<file path="src/rtl/decode_stage_pkg.sv">
// Shared RV32I encodings, ALU operation codes, skid-buffer states and the
// decoded-field bundle passed from the combinational decoder to the stage.
package decode_stage_pkg;

    localparam logic [6:0] OPC_OP     = 7'b0110011;
    localparam logic [6:0] OPC_OP_IMM = 7'b0010011;
    localparam logic [6:0] OPC_LOAD   = 7'b0000011;
    localparam logic [6:0] OPC_STORE  = 7'b0100011;
    localparam logic [6:0] OPC_BRANCH = 7'b1100011;
    localparam logic [6:0] OPC_JAL    = 7'b1101111;
    localparam logic [6:0] OPC_JALR   = 7'b1100111;
    localparam logic [6:0] OPC_LUI    = 7'b0110111;
    localparam logic [6:0] OPC_AUIPC  = 7'b0010111;

    localparam logic [2:0] FUNCT3_ADD_SUB = 3'b000;
    localparam logic [2:0] FUNCT3_SLL     = 3'b001;
    localparam logic [2:0] FUNCT3_SLT     = 3'b010;
    localparam logic [2:0] FUNCT3_SLTU    = 3'b011;
    localparam logic [2:0] FUNCT3_XOR     = 3'b100;
    localparam logic [2:0] FUNCT3_SRL_SRA = 3'b101;
    localparam logic [2:0] FUNCT3_OR      = 3'b110;

    localparam logic [6:0] FUNCT7_BASE = 7'b0000000;
    localparam logic [6:0] FUNCT7_ALT  = 7'b0100000;

    // Code 0 is reserved so an illegal instruction never looks like a real op.
    typedef enum logic [3:0] {
        ALU_NOP  = 4'd0,
        ALU_ADD  = 4'd1,
        ALU_SUB  = 4'd2,
        ALU_SLL  = 4'd3,
        ALU_SLT  = 4'd4,
        ALU_SLTU = 4'd5,
        ALU_XOR  = 4'd6,
        ALU_SRL  = 4'd7,
        ALU_SRA  = 4'd8,
        ALU_OR   = 4'd9,
        ALU_AND  = 4'd10
    } alu_op_e;

    localparam alu_op_e ALU_ADDI = ALU_ADD;

    typedef enum logic [1:0] {
        ST_EMPTY = 2'd0,
        ST_ONE   = 2'd1,
        ST_TWO   = 2'd2
    } skid_state_e;

    typedef struct packed {
        logic [6:0] opcode;
        logic [2:0] funct3;
        logic [6:0] funct7;
        logic [4:0] rs1;
        logic [4:0] rs2;
        logic [4:0] rd;
        logic       we;
        logic       writeback;
        logic       is_jump;
        logic       is_branch;
        logic       is_load;
        logic       is_store;
        logic       illegal;
    } dec_fields_t;

    localparam int FIELDS_W = $bits(dec_fields_t);

    // alt selects SUB/SRA; callers decide when the alternate encoding applies.
    function automatic alu_op_e alu_from_funct3(input logic [2:0] f3, input logic alt);
        alu_op_e op;
        case (f3)
            FUNCT3_ADD_SUB: op = alt ? ALU_SUB : ALU_ADD;
            FUNCT3_SLL:     op = ALU_SLL;
            FUNCT3_SLT:     op = ALU_SLT;
            FUNCT3_SLTU:    op = ALU_SLTU;
            FUNCT3_XOR:     op = ALU_XOR;
            FUNCT3_SRL_SRA: op = alt ? ALU_SRA : ALU_SRL;
            FUNCT3_OR:      op = ALU_OR;
            default:        op = ALU_AND;
        endcase
        return op;
    endfunction

endpackage

</file>
<file path="src/rtl/decode_rv32i_comb.sv">
// Purely combinational RV32I decoder: instruction word to register indices,
// sign-extended immediate, ALU op and class/control flags.
module decode_rv32i_comb
    import decode_stage_pkg::*;
#(
    parameter int XLEN     = 32,
    parameter int ALU_OP_W = 4
) (
    input  logic [31:0]          i_inst,
    output logic [FIELDS_W-1:0]  o_fields,
    output logic [XLEN-1:0]      o_imm,
    output logic [ALU_OP_W-1:0]  o_alu_op
);

    dec_fields_t        w_f;
    logic signed [31:0] w_imm32;
    alu_op_e            w_alu;
    logic               w_legal;
    logic               w_writes;

    always_comb begin
        w_f      = '0;
        w_imm32  = '0;
        w_alu    = ALU_NOP;
        w_legal  = 1'b1;
        w_writes = 1'b0;

        w_f.opcode = i_inst[6:0];
        w_f.funct3 = i_inst[14:12];
        w_f.funct7 = i_inst[31:25];
        w_f.rs1    = i_inst[19:15];
        w_f.rs2    = i_inst[24:20];
        w_f.rd     = i_inst[11:7];

        case (i_inst[6:0])
            OPC_OP: begin
                if (i_inst[31:25] == FUNCT7_BASE || i_inst[31:25] == FUNCT7_ALT) begin
                    w_alu    = alu_from_funct3(i_inst[14:12], i_inst[30]);
                    w_writes = 1'b1;
                end else begin
                    w_legal = 1'b0;
                end
            end
            OPC_OP_IMM: begin
                // inst[30] is immediate data except for SRAI, so ADDI never becomes SUB.
                w_imm32  = {{20{i_inst[31]}}, i_inst[31:20]};
                w_alu    = alu_from_funct3(i_inst[14:12],
                                           (i_inst[14:12] == FUNCT3_SRL_SRA) && i_inst[30]);
                w_writes = 1'b1;
            end
            OPC_LOAD: begin
                w_imm32     = {{20{i_inst[31]}}, i_inst[31:20]};
                w_alu       = ALU_ADD;
                w_writes    = 1'b1;
                w_f.is_load = 1'b1;
                w_f.writeback = 1'b1;
            end
            OPC_STORE: begin
                w_imm32      = {{20{i_inst[31]}}, i_inst[31:25], i_inst[11:7]};
                w_alu        = ALU_ADD;
                w_f.is_store = 1'b1;
            end
            OPC_BRANCH: begin
                w_imm32       = {{19{i_inst[31]}}, i_inst[31], i_inst[7], i_inst[30:25],
                                 i_inst[11:8], 1'b0};
                w_alu         = ALU_SUB;
                w_f.is_branch = 1'b1;
            end
            OPC_JAL: begin
                w_imm32       = {{11{i_inst[31]}}, i_inst[31], i_inst[19:12], i_inst[20],
                                 i_inst[30:21], 1'b0};
                w_alu         = ALU_ADD;
                w_writes      = 1'b1;
                w_f.is_jump   = 1'b1;
                w_f.writeback = 1'b1;
            end
            OPC_JALR: begin
                w_imm32       = {{20{i_inst[31]}}, i_inst[31:20]};
                w_alu         = ALU_ADD;
                w_writes      = 1'b1;
                w_f.is_jump   = 1'b1;
                w_f.writeback = 1'b1;
            end
            OPC_LUI: begin
                // LUI executes as x0 + imm on the shared adder.
                w_imm32  = {i_inst[31:12], 12'b0};
                w_alu    = ALU_ADD;
                w_writes = 1'b1;
                w_f.rs1  = 5'd0;
            end
            OPC_AUIPC: begin
                w_imm32  = {i_inst[31:12], 12'b0};
                w_alu    = ALU_ADD;
                w_writes = 1'b1;
            end
            default: w_legal = 1'b0;
        endcase

        if (!w_legal) begin
            w_alu       = ALU_NOP;
            w_imm32     = '0;
            w_writes    = 1'b0;
            w_f.illegal = 1'b1;
        end
        w_f.we = w_writes && (i_inst[11:7] != 5'd0);
    end

    assign o_fields = w_f;
    assign o_imm    = XLEN'(w_imm32);
    assign o_alu_op = ALU_OP_W'(w_alu);

endmodule

</file>
<file path="src/rtl/decode_stage.sv">
// Registered RV32I decode stage with valid/ready handshake and an optional
// 2-entry skid buffer so in_ready can be a flop without losing throughput.
module decode_stage
    import decode_stage_pkg::*;
#(
    parameter int XLEN     = 32,
    parameter int ALU_OP_W = 4,
    parameter int HAS_SKID = 1
) (
    input  logic                i_clk,
    input  logic                i_rst,
    input  logic                i_in_valid,
    output logic                o_in_ready,
    input  logic [31:0]         i_in_inst,
    input  logic [XLEN-1:0]     i_in_pc,
    input  logic                i_flush,
    output logic                o_out_valid,
    input  logic                i_out_ready,
    output logic [XLEN-1:0]     o_out_pc,
    output logic [6:0]          o_opcode,
    output logic [2:0]          o_funct3,
    output logic [6:0]          o_funct7,
    output logic [4:0]          o_rs1,
    output logic [4:0]          o_rs2,
    output logic [4:0]          o_rd,
    output logic [XLEN-1:0]     o_imm,
    output logic [ALU_OP_W-1:0] o_alu_op,
    output logic                o_we,
    output logic                o_writeback,
    output logic                o_is_jump,
    output logic                o_is_branch,
    output logic                o_is_load,
    output logic                o_is_store,
    output logic                o_illegal
);

    skid_state_e           r_state;
    skid_state_e           w_state_nxt;
    logic                  r_in_ready;
    logic                  w_accept;
    logic                  w_take;
    logic                  w_load_main;
    logic                  w_load_skid;
    logic                  w_skid_to_main;

    logic [FIELDS_W-1:0]   w_dec_vec;
    dec_fields_t           w_dec_f;
    logic [XLEN-1:0]       w_dec_imm;
    logic [ALU_OP_W-1:0]   w_dec_alu;

    dec_fields_t           r_main_f;
    logic [XLEN-1:0]       r_main_pc;
    logic [XLEN-1:0]       r_main_imm;
    logic [ALU_OP_W-1:0]   r_main_alu;
    dec_fields_t           r_skid_f;
    logic [XLEN-1:0]       r_skid_pc;
    logic [XLEN-1:0]       r_skid_imm;
    logic [ALU_OP_W-1:0]   r_skid_alu;

    decode_rv32i_comb #(
        .XLEN     (XLEN),
        .ALU_OP_W (ALU_OP_W)
    ) u_dec (
        .i_inst   (i_in_inst),
        .o_fields (w_dec_vec),
        .o_imm    (w_dec_imm),
        .o_alu_op (w_dec_alu)
    );

    assign w_dec_f = dec_fields_t'(w_dec_vec);

    // Without the skid entry, readiness must follow out_ready combinationally.
    assign o_out_valid = (r_state != ST_EMPTY);
    assign o_in_ready  = r_in_ready && ((HAS_SKID != 0) || i_out_ready || !o_out_valid);
    assign w_accept    = i_in_valid && o_in_ready;
    assign w_take      = o_out_valid && i_out_ready && !i_flush;

    always_ff @(posedge i_clk) begin
        if (i_rst) begin
            r_state    <= ST_EMPTY;
            r_in_ready <= 1'b0;
        end else begin
            r_state    <= w_state_nxt;
            r_in_ready <= (w_state_nxt != ST_TWO);
        end
    end

    always_comb begin
        w_state_nxt = r_state;
        unique case (r_state)
            ST_EMPTY: if (w_accept) w_state_nxt = ST_ONE;
            ST_ONE: begin
                if (w_accept && !w_take)      w_state_nxt = ST_TWO;
                else if (!w_accept && w_take) w_state_nxt = ST_EMPTY;
            end
            ST_TWO:   if (w_take) w_state_nxt = ST_ONE;
            default:  w_state_nxt = ST_EMPTY;
        endcase
        if (i_flush) w_state_nxt = ST_EMPTY;
    end

    always_comb begin
        w_load_main    = 1'b0;
        w_load_skid    = 1'b0;
        w_skid_to_main = 1'b0;
        unique case (r_state)
            ST_EMPTY: w_load_main = w_accept;
            ST_ONE: begin
                w_load_main = w_accept && w_take;
                w_load_skid = w_accept && !w_take;
            end
            ST_TWO:   w_skid_to_main = w_take;
            default: ;
        endcase
    end

    // Payload: main register drives the outputs, skid holds the overflow entry.
    always_ff @(posedge i_clk) begin
        if (i_rst) begin
            r_main_f   <= '0;
            r_main_pc  <= '0;
            r_main_imm <= '0;
            r_main_alu <= '0;
            r_skid_f   <= '0;
            r_skid_pc  <= '0;
            r_skid_imm <= '0;
            r_skid_alu <= '0;
        end else begin
            if (w_load_main) begin
                r_main_f   <= w_dec_f;
                r_main_pc  <= i_in_pc;
                r_main_imm <= w_dec_imm;
                r_main_alu <= w_dec_alu;
            end else if (w_skid_to_main) begin
                r_main_f   <= r_skid_f;
                r_main_pc  <= r_skid_pc;
                r_main_imm <= r_skid_imm;
                r_main_alu <= r_skid_alu;
            end
            if (w_load_skid) begin
                r_skid_f   <= w_dec_f;
                r_skid_pc  <= i_in_pc;
                r_skid_imm <= w_dec_imm;
                r_skid_alu <= w_dec_alu;
            end
        end
    end

    assign o_out_pc    = r_main_pc;
    assign o_opcode    = r_main_f.opcode;
    assign o_funct3    = r_main_f.funct3;
    assign o_funct7    = r_main_f.funct7;
    assign o_rs1       = r_main_f.rs1;
    assign o_rs2       = r_main_f.rs2;
    assign o_rd        = r_main_f.rd;
    assign o_imm       = r_main_imm;
    assign o_alu_op    = r_main_alu;
    assign o_we        = r_main_f.we;
    assign o_writeback = r_main_f.writeback;
    assign o_is_jump   = r_main_f.is_jump;
    assign o_is_branch = r_main_f.is_branch;
    assign o_is_load   = r_main_f.is_load;
    assign o_is_store  = r_main_f.is_store;
    assign o_illegal   = r_main_f.illegal;

endmodule
</file>
<file path="config.mk">
export PLATFORM = sky130hd
export DESIGN_NAME = decode_stage
export DESIGN_NICKNAME = d
export VERILOG_FILES = /design/src/rtl/decode_stage_pkg.sv /design/src/rtl/decode_rv32i_comb.sv /design/src/rtl/decode_stage.sv
export SDC_FILE = /design/constraint.sdc
export NUM_CORES = 1
export LEC_CHECK = 0
export CAP_MARGIN = 25
export CORE_MARGIN = 2
export CORE_UTILIZATION = 57
export CTS_BUF_LIST = sky130_fd_sc_hd__clkbuf_8
export DETAILED_ROUTE_END_ITERATION = 6
export PLACE_DENSITY = 0.95
export SLEW_MARGIN = 15
export SYNTH_ARGS = -nofsm -noshare
export SYNTH_HDL_FRONTEND = slang
export SYNTH_SLANG_ARGS = --single-unit
export TNS_END_PERCENT = 100
</file>
<file path="constraint.sdc">
create_clock -name i_clk -period 3.4 [get_ports i_clk]
set_input_delay 0.68 -clock i_clk [delete_from_list [all_inputs] [get_ports i_clk]]
set_output_delay 0.68 -clock i_clk [all_outputs]
set_load 0.05 [all_outputs]
</file>
==> key figures <==
Outcome
  – Outcome: completed

Floorplan
  – Initial Util: 58.5%
  – DIE AREA: 0.0166 sq mm
  – Core Area: 0.0152 sq mm
  – Die Height: 129 um
  – Core Rows: 45
  – Die width: 129 um
  – Ports: 178

Placement
  – DP HPWL: 16.9 mm
  – Final GP Congestion: 1.02
  – Placed Area: 0.0108 sq mm
  – IO buf count: 177

Critical path
  – Crit path max fanout: 11
  – R2r endpoint: r_skid_alu[2]
  – CP Data Required Time: 3.78 ns
  – Worst setup path class: in -> reg
  – WP data arrival: 3.18 ns
  – Reg2Reg Setup Slack: 1.38 ns
  – Crit Reg-Reg Startpoint: r_state[0]
  – Startpoint Class: input port
  – Setup crit end kind: flip-flop
  – Reg2Reg Depth: 5

Clock tree
  – Root buffer cell: clkbuf_8
  – Post-cts resize count: 0
  – Total CTS buffers: 34
  – # Post-CTS Setup Buffers: 0
  – Clk Latency, worst-skew pair: 0.50 ns
  – Hold_buf cts: 0
  – Clk buf depth: 3
  – Clk slew on worst S/H paths: 0.06 ns
  – CTS tree: built
  – # clock sinks: 217
  – Htree depth: 2

Layout
  – Layout area overhead: 30.1%
  – # fillers: 1030
  – ANT cells: 0
  – Share of cells above drive strength 1: 7.71%
  – Layout Nets: 1304
  – Fin area: 0.0116 sq mm

Detailed routing
  – DRC viols: 0
  – Drt pass-1 iters: 5
  – Via density: 6.16
  – Routed len/inst: 18.6 um
  – DR vias: 8909
  – Total Wirelength: 26.9 mm
  – Drt initial violations: 1124
  – DRT antenna net count: 0

Worst hold path
  – Hold EP: r_skid_pc[18]
  – Hold path cells: 2
  – Hold crit path type: reg -> reg
  – Hold path start: r_skid_pc[18]

Global routing
  – GRT Total Usage: 31.7%
  – Antenna violations before repair: 0
  – Grt total ovfl: 0
  – Largest net degree at the start of global routing: 95
  – First-pass GRT wire length: 42.7 mm
  – Vias in the first global route: 8522

STA
  – Min Tclk post-route: 2.80 ns
  – RSZ-0062 raised after global routing: no
  – Setup TNS Final: 0 ns
  – Final Skew: 0.0161 ns
  – Worst-margin pin slew: 0.654 ns
  – Relative slew slack: 56.3%
  – Tcrit/Tclk final: 82.4%
  – Hold Fails Final Rpt: 0
  – Max Transition Viols Final: 0
  – Final setup violation count: 0
  – Max Fclk: 357 MHz

Yosys
  – Synth top area cells: dfxtp_1 (49%), nand2_1 (13%), a311oi_1 (6.7%), nor2_1 (5.1%), a21oi_1 (5.1%)
  – Dominant synthesized flop cell: dfxtp_1
  – Synth cell types: 53
  – Syn avg cell area: 8.15 sq um
  – Synth async-reset ratio: 0%
  – Post-synth EDFFs: 0
  – Synth Warn #: 0
  – Area leader, netlist: dfxtp_1
  – Synth Net Count: 1160
  – Syn Inst Count: 1091
  – Post-synth top area share: 48.9%
  – Synth Register Bits: 217
  – Post-Syn Area: 0.00889 sq mm
  – Register area share after synthesis: 48.9%

Power and ir drop
  – Max IR drop VDD: 0.000316 V
  – P per Cell Area: 507 mW/mm^2
  – Static Leak: 3.90 nW

Job
  – Max-cap violations: 0
cells by family after synthesis:
| group | share of synthesized area (%) |
|---|---|
| AND/OR/NAND/NOR | 22.8 |
| AO/OA/AOI/OAI | 20.7 |
| flip-flops | 48.9 |
| buffers and inverters | 4.42 |
| multiplexers | 3.15 |
routing by layer:
metal  part of all wire, %  up-vias  global-route usage, %  wire length [um]
li1                      -     4111                      -                 -
met1                    39     4168                   40.9             10600
met2                    47      531                   51.5             12500
met3                    10       99                   7.23              2740
met4                   4.1        0                   13.1              1100
met5                     0        -                      0                 0
sequential cells by signal (all words and copies together) (netlist names), 2 cells and up:
signal	flops
o_imm	32
o_funct7	7
r_skid_alu	4
r_skid_f	39
r_skid_imm	32
r_state	2
o_rs2	5
o_alu_op	4
o_funct3	3
o_out_pc	32
o_opcode	7
o_rs1	5
o_rd	5
r_skid_pc	32
power breakdown:
part	internal, mW	switching (mW)	total [mW]	leakage, nW
Clock	1.29	0.985	2.27	0.406
Sequential	2.64	0.0613	2.70	1.77
Combinational	0.312	0.574	0.886	1.73
Total	4.24	1.62	5.86	3.90
final cells by class:
| type | instances | area (sq um) | share of cell area [%] |
|---|---|---|---|
| clock inverter | 9 | 35.0 | 0.303 |
| timing repair buffer | 204 | 2060 | 17.8 |
| tap | 188 | 235 | 2.03 |
| multi-input combinational | 776 | 4190 | 36.2 |
| sequential | 217 | 4340 | 37.6 |
| clock buffer | 50 | 688 | 5.95 |
| inverter | 2 | 7.51 | 0.0649 |
through the flow:
stage / util [%] / hold slack (ns) / power (mW) / instances / setup WS (ns)
final: 76.1 / 0.456 / 5.86 / 1446 / 0.597
after global routing: 76.1 / 0.469 / 6.05 / 1446 / 0.472
after CTS: 76.1 / 0.455 / 5.86 / 1446 / 0.710
after detailed placement: 71.3 / 0.447 / 3.62 / 1387 / 0.243
after global placement: 71.3 / 0.439 / 3.60 / 1387 / 0.479
after floorplan: - / 0.432 / 3.26 / 1091 / 1.15
Yosys cell counts, types with 2 or more instances:
| cell type | number |
|---|---|
| nand2b_1 | 6 |
| a31oi_1 | 3 |
| dfxtp_1 | 217 |
| and3_1 | 2 |
| nor4_1 | 5 |
| mux2i_1 | 28 |
| nor2b_1 | 4 |
| nor3_1 | 16 |
| a22o_1 | 10 |
| buf_2 | 14 |
| o2bb2ai_1 | 6 |
| nand3b_1 | 4 |
| nor3_2 | 2 |
| buf_1 | 5 |
| a311oi_1 | 68 |
| and2_1 | 2 |
| nor2_1 | 121 |
| a211oi_1 | 28 |
| or2_2 | 3 |
| nand4_1 | 2 |
| o21ai_0 | 6 |
| o31ai_1 | 2 |
| nand3_1 | 8 |
| a221oi_1 | 21 |
| o31a_1 | 3 |
| a22oi_1 | 5 |
| clkbuf_1 | 76 |
| a21oi_1 | 90 |
| nand2_1 | 306 |
| inv_1 | 2 |
| a221oi_2 | 2 |
| or3_1 | 2 |
| o22a_1 | 2 |
worst max-delay path, stage by stage:
cell,delay [ns]
clkdlybuf4s50_1,0.58
nand4bb_1,0.42
nor2_1,0.55
o21ai_1,0.19
and2_1,0.33
a221oi_1,0.42
worst max path at each step:
stage	start	to	slack, ns	depth (start not counted)
5_1_grt	i_in_inst[3]	o_imm[28]	0.47	6
3_3_place_gp	i_in_inst[2]	o_imm[22]	0.48	6
4_1_cts	i_in_inst[3]	o_imm[28]	0.71	6
6_report	i_in_inst[3]	o_imm[28]	0.60	6
2_1_floorplan	i_in_inst[3]	o_alu_op[3]	1.15	6
3_5_place_dp	i_in_inst[2]	o_imm[28]	0.24	6
cells in the final DEF (no fill, tap or decap), types with 3 or more instances in the layout:
cell,netlist,routed
nand2b_1,6,5
nor4_1,5,5
inv_1,2,10
dfxtp_1,217,217
buf_4,0,20
nand2_1,306,306
nor2_1,121,121
a211oi_1,28,28
a31oi_1,3,3
clkdlybuf4s50_1,0,176
a311oi_1,68,68
nor2b_1,4,3
a221oi_1,21,21
o31a_1,3,3
a22o_1,10,10
nor3_1,16,16
a21oi_1,90,90
clkbuf_8,0,50
or2_2,3,3
nand3b_1,4,4
a22oi_1,5,5
buf_12,0,7
mux2i_1,28,28
o2bb2ai_1,6,6
o21ai_0,6,6
nand3_1,8,8
Power figures use the tool's default switching activity.
